$ cat src/rtl/coin_acceptor.sv
// coin_acceptor: debounces two coin sensors, qualifies coins and queues them.
// Queued credits go to a downstream vending FSM as single-cycle pulses, with
// at least one idle cycle between pulses and none while the FSM raises hold.
`timescale 1ns/1ps
module coin_acceptor #(
  parameter int unsigned DEBOUNCE = 4  // stable cycles to qualify / re-arm (1..255)
) (
  input  logic       clk,
  input  logic       reset,
  input  logic       raw_5,
  input  logic       raw_10,
  input  logic       hold,
  output logic       coin_5,
  output logic       coin_10,
  output logic       reject,
  output logic [2:0] fifo_count
);

  typedef enum logic [1:0] {
    IDLE     = 2'd0,  // armed, waiting for a sensor
    QUAL     = 2'd1,  // one sensor high, counting stable cycles
    PUSH     = 2'd2,  // qualified, enqueue (or reject if full)
    WAIT_LOW = 2'd3   // waiting for both sensors to stay low before re-arming
  } state_e;

  localparam logic [8:0] DEB   = 9'(DEBOUNCE);
  localparam int unsigned DEPTH = 4;

  // ---------------------------------------------------------------------------
  // Synchronisers
  // ---------------------------------------------------------------------------
  logic [1:0] sync5_q;
  logic [1:0] sync10_q;
  logic       s5;
  logic       s10;

  // Two-flop synchronisers bring the asynchronous sensors into the clk domain.
  // NOTE: sequential state uses non-blocking (<=) so every flop samples the
  // pre-edge value of its neighbours; blocking here would collapse the chain.
  always_ff @(posedge clk or posedge reset) begin
    if (reset) begin
      sync5_q  <= '0;
      sync10_q <= '0;
    end else begin
      sync5_q  <= {sync5_q[0], raw_5};
      sync10_q <= {sync10_q[0], raw_10};
    end
  end

  assign s5  = sync5_q[1];
  assign s10 = sync10_q[1];

  // ---------------------------------------------------------------------------
  // Qualifier FSM
  // ---------------------------------------------------------------------------
  state_e     state_q;
  logic [7:0] cnt_q;
  logic       type_q;     // 0 = Rs.5, 1 = Rs.10
  logic       reject_q;

  logic [8:0] cnt_inc;    // one bit wider so DEBOUNCE=255 compares cleanly
  logic       line_hi;    // the latched coin line
  logic       other_hi;   // the opposite coin line
  logic       full;

  // Select the latched and opposite lines for the coin being qualified.
  // NOTE: every always_comb output gets a default first so no path leaves it
  // unassigned, which would otherwise infer a latch.
  always_comb begin
    line_hi  = 1'b0;
    other_hi = 1'b0;
    if (type_q) begin
      line_hi  = s10;
      other_hi = s5;
    end else begin
      line_hi  = s5;
      other_hi = s10;
    end
  end

  assign cnt_inc = {1'b0, cnt_q} + 9'd1;

  // Qualifier state machine with a registered reject pulse.
  // Reset parks it in WAIT_LOW so a sensor held high across reset is ignored.
  always_ff @(posedge clk or posedge reset) begin
    if (reset) begin
      state_q  <= WAIT_LOW;
      cnt_q    <= '0;
      type_q   <= 1'b0;
      reject_q <= 1'b0;
    end else begin
      reject_q <= 1'b0;
      case (state_q)
        IDLE: begin
          if (s5 && s10) begin
            // Two coins at once cannot be told apart: return them.
            reject_q <= 1'b1;
            cnt_q    <= '0;
            state_q  <= WAIT_LOW;
          end else if (s5 || s10) begin
            type_q  <= s10;
            cnt_q   <= 8'd1;
            // With a one-cycle debounce the first high sample already qualifies.
            state_q <= (DEB <= 9'd1) ? PUSH : QUAL;
          end
        end

        QUAL: begin
          if (line_hi && other_hi) begin
            reject_q <= 1'b1;
            cnt_q    <= '0;
            state_q  <= WAIT_LOW;
          end else if (!line_hi) begin
            // Too short to be a coin: treat as a glitch, no credit or reject.
            cnt_q   <= '0;
            state_q <= IDLE;
          end else begin
            cnt_q <= cnt_inc[7:0];
            if (cnt_inc >= DEB) begin
              state_q <= PUSH;
            end
          end
        end

        PUSH: begin
          // Full check uses the pre-pop occupancy, so a concurrent pop does
          // not make room for this coin.
          reject_q <= full;
          cnt_q    <= '0;
          state_q  <= WAIT_LOW;
        end

        WAIT_LOW: begin
          if (s5 || s10) begin
            cnt_q <= '0;
          end else if (cnt_inc >= DEB) begin
            cnt_q   <= '0;
            state_q <= IDLE;
          end else begin
            cnt_q <= cnt_inc[7:0];
          end
        end

        default: begin
          cnt_q   <= '0;
          state_q <= WAIT_LOW;
        end
      endcase
    end
  end

  // ---------------------------------------------------------------------------
  // Coin FIFO and output pulse generator
  // ---------------------------------------------------------------------------
  logic       fifo_q [DEPTH];
  logic [1:0] wr_ptr_q;
  logic [1:0] rd_ptr_q;
  logic [2:0] count_q;
  logic [2:0] count_d;
  logic       coin_5_q;
  logic       coin_10_q;
  logic       empty;
  logic       push;
  logic       pop;
  logic       head;

  assign full  = (count_q == 3'd4);
  assign empty = (count_q == 3'd0);
  assign push  = (state_q == PUSH) && !full;
  // A pulse currently on the outputs blocks the next pop, forcing a gap cycle.
  assign pop   = !empty && !hold && !(coin_5_q || coin_10_q);
  assign head  = fifo_q[rd_ptr_q];

  // Occupancy after this edge; push and pop together leave it unchanged.
  always_comb begin
    count_d = count_q;
    case ({push, pop})
      2'b10:   count_d = count_q + 3'd1;
      2'b01:   count_d = count_q - 3'd1;
      default: count_d = count_q;
    endcase
  end

  // FIFO storage: written only by push, read through the head pointer.
  // NOTE: the storage array is not reset; the pointers and count define which
  // entries are valid, so clearing them is enough and keeps this a plain RAM.
  always_ff @(posedge clk) begin
    if (push) begin
      fifo_q[wr_ptr_q] <= type_q;
    end
  end

  // Pointers, occupancy and the registered coin pulses.
  always_ff @(posedge clk or posedge reset) begin
    if (reset) begin
      wr_ptr_q  <= '0;
      rd_ptr_q  <= '0;
      count_q   <= '0;
      coin_5_q  <= 1'b0;
      coin_10_q <= 1'b0;
    end else begin
      if (push) begin
        wr_ptr_q <= wr_ptr_q + 2'd1;
      end
      if (pop) begin
        rd_ptr_q <= rd_ptr_q + 2'd1;
      end
      count_q   <= count_d;
      coin_5_q  <= pop && !head;
      coin_10_q <= pop && head;
    end
  end

  assign coin_5     = coin_5_q;
  assign coin_10    = coin_10_q;
  assign reject     = reject_q;
  assign fifo_count = count_q;

endmodule

$ cat config.mk
export PLATFORM = sky130hd
export DESIGN_NAME = coin_acceptor
export DESIGN_NICKNAME = d
export VERILOG_FILES = /design/src/rtl/coin_acceptor.sv
export SDC_FILE = /design/constraint.sdc
export NUM_CORES = 1
export LEC_CHECK = 0
export CAP_MARGIN = 20
export CORE_ASPECT_RATIO = 2
export CORE_UTILIZATION = 45
export CTS_BUF_LIST = sky130_fd_sc_hd__clkbuf_2
export DETAILED_ROUTE_END_ITERATION = 12
export PLACE_DENSITY_LB_ADDON = 0.08
export SLEW_MARGIN = 15
export SYNTH_ARGS = -nofsm -noshare
export SYNTH_HDL_FRONTEND = slang
export SYNTH_SLANG_ARGS = --single-unit
export TNS_END_PERCENT = 30
$ cat constraint.sdc
create_clock -name clk -period 4.6 [get_ports clk]
set_input_delay 0.69 -clock clk [delete_from_list [all_inputs] [get_ports clk]]
set_output_delay 0.69 -clock clk [all_outputs]
set_load 0.1 [all_outputs]
==> impl_results.md <==
* LEAKAGE at 0.732 nW
* Core ar. at 3340 sq um
* Detailed Routing Iterations Pass 1 at 3
* Worst ir drop on vdd at 0.314 mV
* Worst-skew pair later-pin latency at 0.37 ns
* Mapped Nets at 168
* Cell Area, Synth at 1570 sq um
* Synth Instances at 155
* Xor and xnor area share after synthesis at 4.47%
* Die H at 85.5 um
* Starting density of the core at 47.0%
* RSZ-0062 raised after global routing: false
* P_int at 0.440 mW
* Worst-path cell chain: clkdlybuf4s50_1
* Type of origin of the critical path: flop
* Final ANT Viol Nets at 0
* Starting DRT DRC Count at 30
* CTS HTree Levels at 2
* Buffers and inverters on the worst path at 1
* Final WL at 2.86 mm
* Net Sw Power at 0.366 mW
* Crit Path Category: reg2out
* First-pass GRT wire length at 4.97 mm
* Headroom to the max-slew limit at 35.8%
* CTS sink count at 29
* Worst stage delay on the critical path at 1.16 ns
* DIE AREA at 3740 sq um
* Mux cell area share after synthesis at 2.79%
* WL per Instance at 14.2 um
* Post-synthesis adder-cell area fraction at 6.86%
* Clock root buffer: clkbuf_2
* Final setup viols at 0
* FF+latch count, synth at 29
* Post-DP HPWL at 2.19 mm
* Main combinational cell family by area after synthesis: simple AND/OR/NAND/NOR gates
* Async SR Flop Fraction at 86.2%
* Worst-Margin Slew at 0.961 ns
* CP arrival at 1.98 ns
* Synthesized area per cell at 10.1 sq um
* Max Cap Viol at 0
* CP Capture Type: output port
* Die X at 43.8 um
* TNS Setup at 0 ns
* Via count at 1131
* Post-synth EDFFs at 4
* Vias/cell at 5.60
* I/O Buffers at 10
* Hold-fix buffers, CTS at 0
* Min Tclk post-route at 2.67 ns
* Number of global-route vias before repair at 1069
* Clock power share at 15.9%
* Post-synth top flop: dfrtp_1
* GR Util All Layers at 18.2%
* Hold Fails Final Rpt at 0
* Clock-pin slew on the worst setup and hold paths at 0.16 ns
* Fin crit share at 57.9%
* Clock tree buffer depth at 2
* Share of cells above drive strength 1 at 11.8%
* GPL Wtd Cong at 0.741
* Residual DRC at 0
* Compound-gate portion of the synthesized area at 12.4%
* Cts bufs inserted at 5
* CP max-delay cell: clkdlybuf4s50_1
* Post-Synth Simple-Gate Area at 21.9%
* # Post-CTS Setup Buffers at 0
* Grt ovf at 0
* Hold/Removal Path Class: reg2reg
* Sequential Power Share at 42.3%
* Synth warn at 0
* Synthesis-to-finish area growth at 10.7%
* # diodes at 0
* Nets at 182
* Combinational share of power at 41.8%
* Pins Over Slew Limit at 0
* Critical Path RT at 3.91 ns
* CTS tree: done
* Initial antenna violation count at 0
* Yosys cell types at 41
* Io pins at 11
* CP delay by family, top: buffers and inverters
* Status: complete, no violations
* Power Dens Cells at 465 nW/um^2
* CTS-repair resized insts at 0
* Hold slack at 0.372 ns
* Crit path max fanout at 5
* Max frequency at 0.375 GHz
* Seq/Total Area, Yosys at 47.7%
* Largest net degree at the start of global routing at 26
* Sw frac at 45.4%
* Clock Skew at 0.0230 ns
* Site Rows at 30
-- final cells by class --
type	instances	area (sq um)
fill	314	1600
multi-input combinational	114	761
sequential	29	748
timing repair buffer	11	115
tap	32	40.0
inverter	8	30.0
clock buffer	5	25.0
clock inverter	3	17.5
-- flip-flops by register name (all words and copies together) (netlist names) --
name,count
rd_ptr_q,2
cnt_q,8
sync5_q,2
coin_5,1
wr_ptr_q,2
coin_10,1
sync10_q,2
fifo_q,4
reject,1
fifo_count,3
type_q,1
state_q,2
-- cell families (layout without fill, tap and decap cells) --
logic type | Yosys count | after routing
AO/OA/AOI/OAI | 31 | 31
XOR/XNOR | 8 | 8
adder cells (fa/ha/maj) | 8 | 8
buffers and inverters | 12 | 27
flip-flops | 29 | 29
multiplexers | 3 | 3
AND/OR/NAND/NOR | 64 | 64
-- final timing paths --
check,start,end,slack [ns],cells past startpoint
max in group asynchronous,reset,state_q[0],3.39,3
hold / removal,sync10_q[0],sync10_q[1],0.37,0
min in group asynchronous,reset,rd_ptr_q[1],0.64,2
setup reg to reg,state_q[1],fifo_count[1],2.28,7
setup / recovery,fifo_count[2],fifo_count[2],1.93,1
hold reg to reg,sync10_q[0],sync10_q[1],0.37,0
-- worst reg2reg max path, stage by stage, from the launching register on --
cell      delay [ns]
dfstp_2         0.67
nand2b_1        0.12
a21oi_1         0.48
inv_1           0.11
ha_1            0.25
inv_1           0.08
fa_1            0.40
mux2i_1         0.14
-- cells in the mapped netlist (2+ instances only) --
| library cell | n | area share [%] |
|---|---|---|
| nand3_1 | 6 | 1.9 |
| ha_1 | 7 | 5.6 |
| xor2_1 | 4 | 2.2 |
| nand2_1 | 20 | 4.8 |
| inv_1 | 8 | 1.9 |
| edfxtp_1 | 4 | 7.7 |
| a21oi_1 | 6 | 1.9 |
| o21ai_1 | 2 | 0.64 |
| xnor2_1 | 4 | 2.2 |
| nor2_1 | 11 | 2.6 |
| a31oi_1 | 3 | 1.2 |
| o22ai_1 | 2 | 0.80 |
| a211oi_1 | 2 | 0.96 |
| dfstp_2 | 2 | 3.3 |
| dfrtp_1 | 23 | 37 |
| buf_4 | 4 | 1.9 |
| or3_1 | 2 | 0.80 |
| nand2b_1 | 2 | 0.80 |
| nor3_2 | 2 | 1.3 |
| nor2b_1 | 3 | 1.2 |
| nor3_1 | 3 | 0.96 |
| and2_1 | 6 | 2.4 |
| o21ai_0 | 11 | 3.5 |
-- cells in the final DEF, fill, tap and decap left out, types with 3 or more instances in the layout --
cell type        count
dfrtp_1             23
nand2_1             20
nor2_1              11
o21ai_0             11
clkdlybuf4s50_1     10
inv_1                8
ha_1                 7
a21oi_1              6
and2_1               6
nand3_1              6
clkbuf_2             5
xnor2_1              4
xor2_1               4
edfxtp_1             4
nor2b_1              3
a31oi_1              3
nor3_1               3
-- stage by stage --
step | cells | setup WS [ns] | instance area (sq um) | utilization (%) | power (mW)
6_report | 202 | 1.93 | 1740 | 52.0 | 0.807
5_1_grt | 202 | 1.84 | 1740 | 52.0 | 0.863
4_1_cts | 201 | 1.89 | 1720 | 51.5 | 0.819
3_5_place_dp | 193 | 1.64 | 1680 | 50.3 | 0.687
3_3_place_gp | 193 | 1.68 | 1680 | 50.3 | 0.678
2_1_floorplan | 155 | 1.86 | 1570 | - | 0.609
-- routing by layer --
metal	routed length [um]	GRT usage, %	up-vias
met5	0	0	-
li1	-	-	569
met2	1690	33.4	13
met1	1040	18.2	543
met4	72	9.38	0
met3	63	3.79	6
-- power by group through the flow --
stage / Sequential (mW) / Clock [mW] / Combinational (mW)
5_1_grt: 0.348 / 0.149 / 0.366
4_1_cts: 0.343 / 0.136 / 0.340
2_1_floorplan: 0.486 / 0 / 0.123
6_report: 0.341 / 0.129 / 0.337
3_3_place_gp: 0.347 / 0 / 0.331
3_5_place_dp: 0.348 / 0 / 0.339
(Power assumes the default switching activity.)
